File: config.mk
export PLATFORM = sky130hd
export DESIGN_NAME = snd_rcv_agg_sched_flat
export DESIGN_NICKNAME = d
export VERILOG_FILES = /design/src/rtl/snd_rcv_agg_sched_if.sv /design/src/rtl/snd_rcv_agg_sched.sv /design/src/flat_wrapper.sv
export SDC_FILE = /design/constraint.sdc
export NUM_CORES = 1
export LEC_CHECK = 0
export CORE_MARGIN = 5
export CORE_UTILIZATION = 39
export CTS_CLUSTER_SIZE = 12
export DETAILED_ROUTE_END_ITERATION = 8
export PLACE_DENSITY = 0.74
export SETUP_SLACK_MARGIN = 0.1
export SYNTH_ARGS = -nofsm -noshare
export SYNTH_HDL_FRONTEND = slang
export SYNTH_SLANG_ARGS = --single-unit
File: constraint.sdc
create_clock -name clk -period 1.6 [get_ports clk]
set_clock_uncertainty 0.1 [all_clocks]
set_input_delay 0.16 -clock clk [delete_from_list [all_inputs] [get_ports clk]]
set_output_delay 0.16 -clock clk [all_outputs]
set_load 0.03 [all_outputs]
File: src/rtl/snd_rcv_agg_sched_if.sv
// rtl/snd_rcv_agg_sched_if.sv - requester/aggregator handshake bundle for snd_rcv_agg_sched
//
// Purpose: groups the K requester beat channels, the single aggregator beat
// channel, the grant/source status and the stall error flag into one bundle.
//
// Signals:
//   req_vld   [K]     per-requester beat valid
//   req_data  [K*N]   per-requester beat, requester i at [i*N +: N]
//   req_rdy   [K]     per-requester ready
//   agg_vld           beat valid toward the aggregator
//   agg_data  [N]     beat toward the aggregator
//   agg_rdy           aggregator ready
//   agg_last          last beat of a burst
//   agg_src   [KW]    index of the granted requester
//   grant     [K]     one-hot grant, zero outside a burst
//   err_stall         sticky stall-timeout flag
//   err_clr           clears err_stall
//
// Modports: master = scheduler side, slave = requesters/aggregator side.
interface snd_rcv_agg_sched_if #(
  parameter int K = 4,
  parameter int N = 4
);
  localparam int KW = $clog2(K);

  logic [K-1:0]   req_vld;
  logic [K*N-1:0] req_data;
  logic [K-1:0]   req_rdy;
  logic           agg_vld;
  logic [N-1:0]   agg_data;
  logic           agg_rdy;
  logic           agg_last;
  logic [KW-1:0]  agg_src;
  logic [K-1:0]   grant;
  logic           err_stall;
  logic           err_clr;

  modport master (
    input  req_vld, req_data, agg_rdy, err_clr,
    output req_rdy, agg_vld, agg_data, agg_last, agg_src, grant, err_stall
  );

  modport slave (
    output req_vld, req_data, agg_rdy, err_clr,
    input  req_rdy, agg_vld, agg_data, agg_last, agg_src, grant, err_stall
  );
endinterface

File: src/rtl/snd_rcv_agg_sched.sv
// rtl/snd_rcv_agg_sched.sv - round-robin burst scheduler feeding one shared aggregator
//
// Purpose: K requesters share one aggregator that consumes bursts of M narrow
// beats. A requester is granted round-robin from rr_ptr, keeps the grant for
// a full M-beat burst, and the scheduler spends one IDLE cycle between bursts.
// A burst that makes no progress for TMO cycles raises a sticky err_stall but
// is never aborted.
//
// Ports:
//   clk   sole clock, rising edge
//   rst   synchronous active-high reset
//   bus   snd_rcv_agg_sched_if.master (requester channels, aggregator channel,
//         grant/agg_src status, err_stall/err_clr)
module snd_rcv_agg_sched #(
  parameter int K   = 4,
  parameter int N   = 4,
  parameter int M   = 2,
  parameter int TMO = 16
) (
  input  logic                 clk,
  input  logic                 rst,
  snd_rcv_agg_sched_if.master  bus
);

  localparam int KW = $clog2(K);
  localparam int BW = $clog2(M) + 1;
  localparam int SW = $clog2(TMO + 1);

  typedef enum logic {IDLE, BURST} state_t;

  state_t        state_q, state_d;
  logic [KW-1:0] rr_q, rr_d;
  logic [KW-1:0] src_q, src_d;
  logic [K-1:0]  grant_q, grant_d;
  logic [BW-1:0] beat_q, beat_d;
  logic [SW-1:0] stall_q, stall_d;
  logic          err_q, err_d;

  logic          pick_found;
  logic [KW-1:0] pick_idx;
  logic [KW-1:0] scan_idx;
  logic          accept;
  logic          last_beat;
  logic          stall_set;

  // (base + off) mod K without relying on K being a power of two
  function automatic logic [KW-1:0] wrap_add(input logic [KW-1:0] base, input int unsigned off);
    int unsigned s;
    s = 32'(base) + off;
    if (s >= K) s = s - K;
    return KW'(s);
  endfunction

  // First requesting index at or cyclically after rr_ptr
  always_comb begin
    pick_found = 1'b0;
    pick_idx   = '0;
    scan_idx   = '0;
    for (int i = 0; i < K; i++) begin
      scan_idx = wrap_add(rr_q, i);
      if (!pick_found && bus.req_vld[scan_idx]) begin
        pick_found = 1'b1;
        pick_idx   = scan_idx;
      end
    end
  end

  assign accept    = (state_q == BURST) && bus.req_vld[src_q] && bus.agg_rdy;
  assign last_beat = (state_q == BURST) && (beat_q == BW'(M - 1));
  // Fires only on the cycle the stall count arrives at TMO, so a saturated
  // stall does not keep re-setting the flag and err_clr can take effect.
  assign stall_set = (state_q == BURST) && !accept && (stall_q == SW'(TMO - 1));

  always_comb begin
    state_d = state_q;
    rr_d    = rr_q;
    src_d   = src_q;
    grant_d = grant_q;
    beat_d  = beat_q;
    stall_d = stall_q;
    err_d   = err_q;

    bus.req_rdy  = '0;
    bus.agg_vld  = 1'b0;
    bus.agg_data = bus.req_data[src_q*N +: N];

    case (state_q)
      IDLE: begin
        beat_d  = '0;
        stall_d = '0;
        if (pick_found) begin
          src_d   = pick_idx;
          grant_d = K'(1) << pick_idx;
          state_d = BURST;
        end
      end
      BURST: begin
        bus.agg_vld = bus.req_vld[src_q];
        bus.req_rdy = K'(bus.agg_rdy) << src_q;
        if (accept) begin
          stall_d = '0;
          if (last_beat) begin
            beat_d  = '0;
            rr_d    = wrap_add(src_q, 1);
            grant_d = '0;
            state_d = IDLE;
          end else begin
            beat_d = beat_q + BW'(1);
          end
        end else if (stall_q != SW'(TMO)) begin
          stall_d = stall_q + SW'(1);
        end
      end
      default: state_d = IDLE;
    endcase

    if (stall_set) begin
      err_d = 1'b1;
    end else if (bus.err_clr) begin
      err_d = 1'b0;
    end

    // Handshake outputs are silenced for the whole reset cycle, not just after it
    if (rst) begin
      bus.agg_vld = 1'b0;
      bus.req_rdy = '0;
    end
  end

  assign bus.agg_last  = last_beat && !rst;
  assign bus.agg_src   = src_q;
  assign bus.grant     = grant_q;
  assign bus.err_stall = err_q;

  always_ff @(posedge clk) begin
    if (rst) begin
      state_q <= IDLE;
      rr_q    <= '0;
      src_q   <= '0;
      grant_q <= '0;
      beat_q  <= '0;
      stall_q <= '0;
      err_q   <= 1'b0;
    end else begin
      state_q <= state_d;
      rr_q    <= rr_d;
      src_q   <= src_d;
      grant_q <= grant_d;
      beat_q  <= beat_d;
      stall_q <= stall_d;
      err_q   <= err_d;
    end
  end

endmodule

File: src/flat_wrapper.sv
// flat-port wrapper written by rule: the top's interface ports become plain ports
module snd_rcv_agg_sched_flat 
#(
  parameter int K   = 4,
  parameter int N   = 4,
  parameter int M   = 2,
  parameter int TMO = 16
)
  (clk, rst, bus_req_vld, bus_req_data, bus_agg_rdy, bus_err_clr, bus_req_rdy, bus_agg_vld, bus_agg_data, bus_agg_last, bus_agg_src, bus_grant, bus_err_stall);
  snd_rcv_agg_sched_if #(.K(K), .N(N)) bus_i ();
  input  logic clk;
  input  logic rst;
  input wire logic [$bits(bus_i.req_vld)-1:0] bus_req_vld;
  input wire logic [$bits(bus_i.req_data)-1:0] bus_req_data;
  input wire logic [$bits(bus_i.agg_rdy)-1:0] bus_agg_rdy;
  input wire logic [$bits(bus_i.err_clr)-1:0] bus_err_clr;
  output wire logic [$bits(bus_i.req_rdy)-1:0] bus_req_rdy;
  output wire logic [$bits(bus_i.agg_vld)-1:0] bus_agg_vld;
  output wire logic [$bits(bus_i.agg_data)-1:0] bus_agg_data;
  output wire logic [$bits(bus_i.agg_last)-1:0] bus_agg_last;
  output wire logic [$bits(bus_i.agg_src)-1:0] bus_agg_src;
  output wire logic [$bits(bus_i.grant)-1:0] bus_grant;
  output wire logic [$bits(bus_i.err_stall)-1:0] bus_err_stall;
  assign bus_i.req_vld = bus_req_vld;
  assign bus_i.req_data = bus_req_data;
  assign bus_i.agg_rdy = bus_agg_rdy;
  assign bus_i.err_clr = bus_err_clr;
  assign bus_req_rdy = bus_i.req_rdy;
  assign bus_agg_vld = bus_i.agg_vld;
  assign bus_agg_data = bus_i.agg_data;
  assign bus_agg_last = bus_i.agg_last;
  assign bus_agg_src = bus_i.agg_src;
  assign bus_grant = bus_i.grant;
  assign bus_err_stall = bus_i.err_stall;
  snd_rcv_agg_sched #(.K(K), .N(N), .M(M), .TMO(TMO)) u_core (.clk(clk), .rst(rst), .bus(bus_i));
endmodule
=== Yosys cells after proc, flatten, opt, wreduce, memory -nomap -nowiden ===
Cells that the tools add are included.

* $add $sub $neg: 11
* $lt $le $gt $ge: 10
* Eq/ne operators: 7
* Shifts and indexed selects: 3
* Muxes and demuxes: 43
* Bitwise logic cells: 1
* Reduce and logical (&&, ||, !) cells: 18

{| class="wikitable"
|+ Operators by type and width
! cell !! number
|-
| 2-to-1 mux 2 bit || 11
|-
| 2-to-1 mux 4 bit || 5
|-
| 2-to-1 mux 1 bit || 16
|-
| variable part select 16 x 5 -> 4 bit || 1
|-
| < comparator 2 x 3 -> 1 bit, second input constant || 5
|-
| greater-or-equal comparator 3 bit, second input constant || 4
|-
| binary-select mux 1 bit (select 2 bit) || 5
|-
| 2-to-1 mux 5 bit || 2
|-
| one-hot mux 5 bit (2 select lines) || 1
|-
| subtractor 2 x 1 -> 2 bit, second input constant || 5
|-
| logical AND 1 bit || 9
|-
| one-hot mux 4 bit (2 select lines) || 1
|-
| adder 2 x 1 -> 3 bit, second input constant || 2
|-
| adder 2 x 2 -> 3 bit, second input constant || 2
|-
| AND reduction 3 bit || 2
|-
| adder 5 x 1 -> 5 bit, second input constant || 1
|-
| equality test 5 x 4 -> 1 bit, second input constant || 1
|-
| zero test 1 bit || 5
|-
| != test 5 bit, second input constant || 1
|-
| != test 2 bit, second input constant || 2
|-
| one-hot mux 2 bit (2 select lines) || 1
|-
| left shift 1 x 2 -> 4 bit || 1
|-
| left shift 1 x 2 -> 4 bit, first input constant || 1
|-
| greater-or-equal comparator 2 x 3 -> 1 bit, second input constant || 1
|-
| other kinds (8) || 8
|}

* Register bits: 17
* Input port bits: 24

=== Depth between registers and ports, before layout ===
Gate-level depths: netlist of run 1.

* Depth after elaboration: 17
* Gate-level depth with buffers: 5
* Gate-level depth less buffers: 5

=== Worst setup path after synthesis of run 1 ===
Ideal clock, no wire load.

* Path kind: flip-flop to output port
* From: register u_core.src_q[1], in the netlist u_core.bus.agg_src[1]
* To: output port bus_agg_vld
* Data arrival time: 1.723 ns
* Required time: 1.340 ns
* Slack: -0.383 ns
* Cell stages (with the launch flop): 4
* Path buffers: 1
* Path through: dfxtp_1 clkbuf_1 nor2_1 a211oi_1

* Word-level cells in the longest chain between the ends: 4

{| class="wikitable"
|+ Ends and longest elaborated chain
! element !! RTL line !! text
|-
| start, declared || snd_rcv_agg_sched.sv:33 || <nowiki>logic [KW-1:0] src_q, src_d;</nowiki>
|-
| start signal, assigned || snd_rcv_agg_sched.sv:147 || <nowiki>src_q <= src_d;</nowiki>
|-
| binary-select mux 1 bit (select 2 bit) || snd_rcv_agg_sched.sv:98 || <nowiki>bus.agg_vld = bus.req_vld[src_q];</nowiki>
|-
| 2-to-1 mux 1 bit (not written as such) || snd_rcv_agg_sched.sv:98 ||
|-
| 2-to-1 mux 1 bit || snd_rcv_agg_sched.sv:87 || <nowiki>case (state_q)</nowiki>
|-
| 2-to-1 mux 1 bit || snd_rcv_agg_sched.sv:124 || <nowiki>if (rst) begin</nowiki>
|-
| end, declared || flat_wrapper.sv:18 || <nowiki>output wire logic [$bits(bus_i.agg_vld)-1:0] bus_agg_vld;</nowiki>
|}

Every way passes these cells. The select of a mux whose other input is x is not followed.

=== Final worst setup path of run 1 ===
* From: register u_core.src_q[0], in the netlist u_core.bus.agg_src[0]
* To: output port bus_agg_vld

Same word-level chain as after synthesis.

==> results of run 1 <==
-- routing by layer --
| metal | share of wire | GRT usage | wire length (um) | vias to the layer above |
|---|---|---|---|---|
| met5 | 0 | 0 | 0 | - |
| met4 | 0.024 | 0.0451 | 82 | 0 |
| met3 | 0.052 | 0.0324 | 177 | 10 |
| met2 | 0.52 | 0.280 | 1790 | 49 |
| met1 | 0.40 | 0.199 | 1380 | 536 |
| li1 | - | - | - | 553 |
-- stage by stage --
step	setup slack [ps]	util	instances	hold slack [ps]	setup TNS [ps]
detailed placement	-360	0.628	201	340	-4820
CTS	-197	0.672	210	261	-1330
global placement	-342	0.628	201	319	-4280
finish	-172	0.748	218	260	-1480
global route	-228	0.748	218	294	-2730
floorplan	-121	-	107	231	-516
-- power breakdown --
group | switching [mW] | internal (mW)
combinational | 0.261 | 0.308
sequential | 0.0236 | 0.445
clock | 0.137 | 0.0968
total | 0.421 | 0.850
-- Yosys cell counts, types with 2 or more instances --
cell	instances	area, um2
nand3_1	2	10.0
nor3_1	4	20.0
a211oi_1	2	15.0
a22o_1	3	26.3
mux4_1	4	105
ha_1	3	37.5
clkbuf_1	2	7.51
nor2_1	13	48.8
dfxtp_1	17	340
nand2b_1	2	12.5
mux2_4	2	30.0
o31a_1	2	17.5
nor2b_1	7	43.8
xnor2_1	4	35.0
inv_1	7	26.3
a21oi_1	5	25.0
nand2_1	5	18.8
-- layout make-up --
type                       instances  area, um2  area share
sequential                        17        352       0.175
clock buffer                       4       26.3      0.0131
multi-input combinational         80        856       0.426
timing repair buffer              79        709       0.353
inverter                           7       28.8      0.0143
tap                               31       38.8      0.0193
-- sequential cells by signal (all words and copies together), names as in the netlist --
signal,flops
u_core.beat_q,2
u_core.state_q,1
u_core.bus.grant,4
u_core.stall_q,5
u_core.rr_q,2
u_core.bus.err_stall,1
u_core.bus.agg_src,2
-- cells by family after synthesis --
family	count (synthesis)
buffers and inverters	10
AO/OA/AOI/OAI	23
XOR/XNOR	5
AND/OR/NAND/NOR	40
adder cells (fa/ha/maj)	3
flip-flops	17
multiplexers	9
-- repair_timing --
item / in CTS / in global routing
setup buffers: 5 / 9
gates resized for setup: 52 / 32
pin swaps: 6 / 10
setup endpoints to repair: 31 / 28
cloned: 0 / 0
-- path summary, 6_finish.rpt --
path,start,endpoint,slack (ps),cells after the start
min,rst,u_core.bus.err_stall$_SDFFE_PP0P_,260,2
min reg2reg,u_core.bus.grant[1]$_SDFFE_PP0P_,u_core.bus.grant[1]$_SDFFE_PP0P_,370,1
max reg2reg,u_core.bus.agg_src[0]$_SDFFE_PP0P_,u_core.rr_q[0]$_SDFFE_PP0P_,-160,6
max,u_core.bus.agg_src[0]$_SDFFE_PP0P_,bus_agg_vld,-170,5
==> metrics.cfg, run 1 <==
[route]
firstDrtPassIters=4
vias=1148
drt_wl_total_um=3430
vias_per_cell=5.27
ant_nets=0
drcViolationCount=0
avgRoutedWirePerCell_um=15.7
first_iter_violations=31

[floorplanning]
fp.dieArea_um2=3900
start_util=0.399
die_width_um=62.4
die_h_um=62.4
std_cell_rows=19
io_pins=41
coreArea_um2=2690

[finish]
fill_cells=186
nets=215
area_growth_pct=87.5
final_common_cell=buf_4
drive_above_1_share=0.497
antenna_cells=0
mostFrequentLayoutCells=36 x buf_4, 21 x clkdlybuf4s50_1, 14 x dfxtp_1
stdcell_area_um2=2010

[synth]
ys_seq_area_frac=0.317
synth_top_family_by_area=compound AO/OA/AOI/OAI gates
ys_ff_latch=17
synth_mux_area_frac=0.167
synth_edf_count=0
synth_nets=134
avgSynthCellArea_um2=10.0
syn_inst=107
async_flop_share=0
ys.flop_type=dfxtp_1
synth_xor_area_frac=0.0408
netlist_area_um2=1070
synth-simple-area-share=0.198
synth.distinct_cells=40
synth_adder_area_share=0.0350
synth_compound_area_frac=0.200
yosysWarnings=0

[cts]
cts_made_buffers=3
cts_buffer_depth=2
holdBufCountCts=0
cts_sinks=17
root_buffer=clkbuf_4
cts_tree=yes
cts.clk_slew.worst_paths_ps=100
htreeDepth=1
worstSkewPairLatency_ps=290

[outcome]
violations=setup timing
status=finished, violations left

[sta]
rsz0062_at_grt=true
finalHoldViolCount=0
maxSlewHeadroom=0.751
fin_crit_ps=1770
timing.final.max_slew_violations=0
fin_ws_ps=-172
fin_crit_sh=1.11
setup_violations=19
max_freq_mhz=564
max_slew.worst_pin.slew_ps=372

[worst_setup_path]
cpLargestDelayFamily=buffers and inverters
max_stage_delay_ps=400
worstPathRequired_ps=1340
worstSetupStartpointType=register
crit_slowest_cell=dfxtp_4
critical_path_class=reg2out
crit_buf_inv=3
crit_path_end_kind=output port
cp_max_fo=7
crit_chain=buf_6, mux2i_4, buf_6, a211oi_4, buf_6
arrival_ps=1510
cpMostUsedCell=buf_6

[global_route]
track_usage=0.161
grt_max_degree=10
grt_pass1_wl_um=5220
antenna_found_initial=0
overflow=0
grt_pass1_vias=1120

[flow_run]
maxCapViolations=0

[place]
hpwl_um=2420
dpl_cell_area_um2=1690
gp_congestion=0.825
port_buffers=40

[power]
vdd_drop_max_mv=0.540
cellLeakagePower_nw=0.845
p_per_area_nw_per_um2=632
total_power_mw=1.27

[hold_path]
hp-class=in2reg

(Power assumes the default switching activity.)
==> inputs of run 2 (changes only) <==
--- a/config.mk
+++ b/config.mk
@@ -5,6 +5,7 @@
 export SDC_FILE = /design/constraint.sdc
 export NUM_CORES = 1
 export LEC_CHECK = 0
+export ABC_CLOCK_PERIOD_IN_PS = 1600
 export CORE_MARGIN = 5
 export CORE_UTILIZATION = 39
 export CTS_CLUSTER_SIZE = 12
==> results of run 2 <==
Same layout as run 1: the final DEF is identical, and so are final timing and power.
==> variant: new RTL, flow settings as in run 1 <==
Make the reset (`rst`) asynchronous in one clocked block. Comments in the files are not updated.
--- a/src/rtl/snd_rcv_agg_sched.sv
+++ b/src/rtl/snd_rcv_agg_sched.sv
@@ -132,7 +132,7 @@
   assign bus.grant     = grant_q;
   assign bus.err_stall = err_q;
 
-  always_ff @(posedge clk) begin
+  always_ff @(posedge clk or posedge rst) begin
     if (rst) begin
       state_q <= IDLE;
       rr_q    <= '0;
Formal check against the unedited RTL: differs if rst is asserted again (counterexample within 4 cycles, from zero or initial values and one cycle with rst high); with rst held inactive, the same outputs for 10 cycles.
==> variant against run 1 <==
The run still ends with setup timing left. Cell area decreased by 7.3%. Area after synthesis grew 1.3%. Sequential share of layout area is 5.5 points higher. Setup slack got worse by 0.030 ns. Routed wire length is 5.9% lower. Utilization is 6.1 points lower. Non-clock buffer count down 11. Hold slack lost 0.12 ns. Sequential cell count unchanged. Critical path depth stayed put.
Power is not compared: it rests on default switching activity, and its combinational part moved more than twofold at a synthesized area within 25%.
==> variant: results (changes against run 1) <==
vias in the first global route 1,099 (-1.9%); initial antenna violation count 0 (unchanged); slew margin rel. 68.15% (-7.0 points); Area after DPL 1693 sq um (+0.37%); YS warnings 0 (unchanged); outcome finished, violations left; synth cell count leaders dfrtp_1, inv_1, nor2_1; HP Class in2async; synth top area cells dfrtp_1, mux4_2, ha_1; DP Worst Slack -0.3206 ns (+0.03896 ns); drt wl/cell 16.07 um (+2.1%); first-pass GRT wire length 5375 um (+2.9%); TNS Setup -1.332 ns (+0.1481 ns); endpoints failing setup 21 (+2); DRT Wirelength 3230 um (-5.9%); post-DP HPWL 2482 um (+2.5%); GRT Overall Usage 16.50% (+0.44 points); gpl congestion 0.8289 (+0.47%); synthesized area per cell 10.65 sq um (+6.2%); initial drt markers 33 (+6.5%); synth unique cells 38 (-5.0%); fraction of layout cells with a size suffix above 1 45.88% (-3.9 points); setup ws final -0.2016 ns (-0.02957 ns); sequential-to-total area share from yosys stat 39.17% (+7.4 points); failing checks setup timing; Synthesized Nets 129 (-3.7%); critical path fanouts, max 3 (-4); Placed Cells 189 (-6.0%); vias per cell 5.303 (+0.71%); Worst EP arrival 1.54 ns (+0.03 ns); largest net degree at the start of global routing 16 (+6)
## variant: cell count changes in the layout (fill, tap and decap cells not counted), sizes merged, moves of 4 or more
cell / change
dfxtp: -17
nor2b: -4
buf: -9
dfrtp: +17
nor2: -5
## variant: power groups by stage
stage	Sequential, W	Combinational, W	Clock, W
floorplan	0.000853	0.00109	0
global placement	0.000767	0.00171	0
detailed placement	0.000786	0.00176	0
CTS	0.000771	0.00193	0.000228
global route	0.000799	0.00220	0.000252
finish	0.000764	0.00207	0.000222
## variant: routing by layer
| layer | wire (um) | GRT usage (%) |
|---|---|---|
| met1 | 1396 | 20.65 |
| met3 | 149 | 2.158 |
| met2 | 1676 | 30.05 |
| met4 | 8 | 3.183 |
| met5 | 0 | 0 |
## variant: final timing paths
path,startpoint,endpoint,slack (ns),cells after the start
setup / recovery,u_core.bus.agg_src[1]$_DFFE_PP0P_,bus_agg_vld,-0.20,5
hold / removal,rst,u_core.beat_q[0]$_DFFE_PP0P_,0.14,3
setup reg to reg,u_core.bus.agg_src[1]$_DFFE_PP0P_,u_core.rr_q[1]$_DFFE_PP0P_,-0.15,5
hold reg to reg,u_core.bus.grant[1]$_DFFE_PP0P_,u_core.bus.grant[1]$_DFFE_PP0P_,0.44,1
max in group asynchronous,rst,u_core.bus.agg_src[0]$_DFFE_PP0P_,0.99,3
min in group clk,bus_err_clr,u_core.bus.err_stall$_DFFE_PP0P_,0.36,2
## variant: kinds of logic (layout without fill, tap and decap cells)
family | Yosys count | count (layout) | share of synthesized area, %
simple gates | 37 | 37 | 19.01
compound gates | 15 | 15 | 12.10
mux | 11 | 11 | 15.21
xor+xnor | 5 | 5 | 4.033
flops | 17 | 17 | 39.17
buf+inv | 14 | 82 | 7.027
fa+ha+maj | 3 | 3 | 3.457
## variant: final cells by class
class                      instances  area (sq um)
fill                             223         847.1
timing repair buffer              68         615.6
multi-input combinational         71         715.7
sequential                        17         427.9
inverter                          10         37.54
clock buffer                       3         22.52
tap                               31         38.79
clock inverter                     1         5.005
## variant: repair_timing
| action | 4_1_cts | 5_1_grt |
|---|---|---|
| setup buffers | 3 | 4 |
| resized for setup | 62 | 5 |
| pin swaps | 7 | 2 |
| hold endpoints to repair | 0 | 0 |
| endpoints found under the setup margin | 31 | 26 |
| gates cloned | 1 | 0 |
## variant: worst max-delay path, stage by stage (launching register included)
cell	delay, ns
dfrtp_2	0.43
buf_6	0.13
mux2i_4	0.20
buf_6	0.13
a211oi_2	0.17
buf_4	0.19
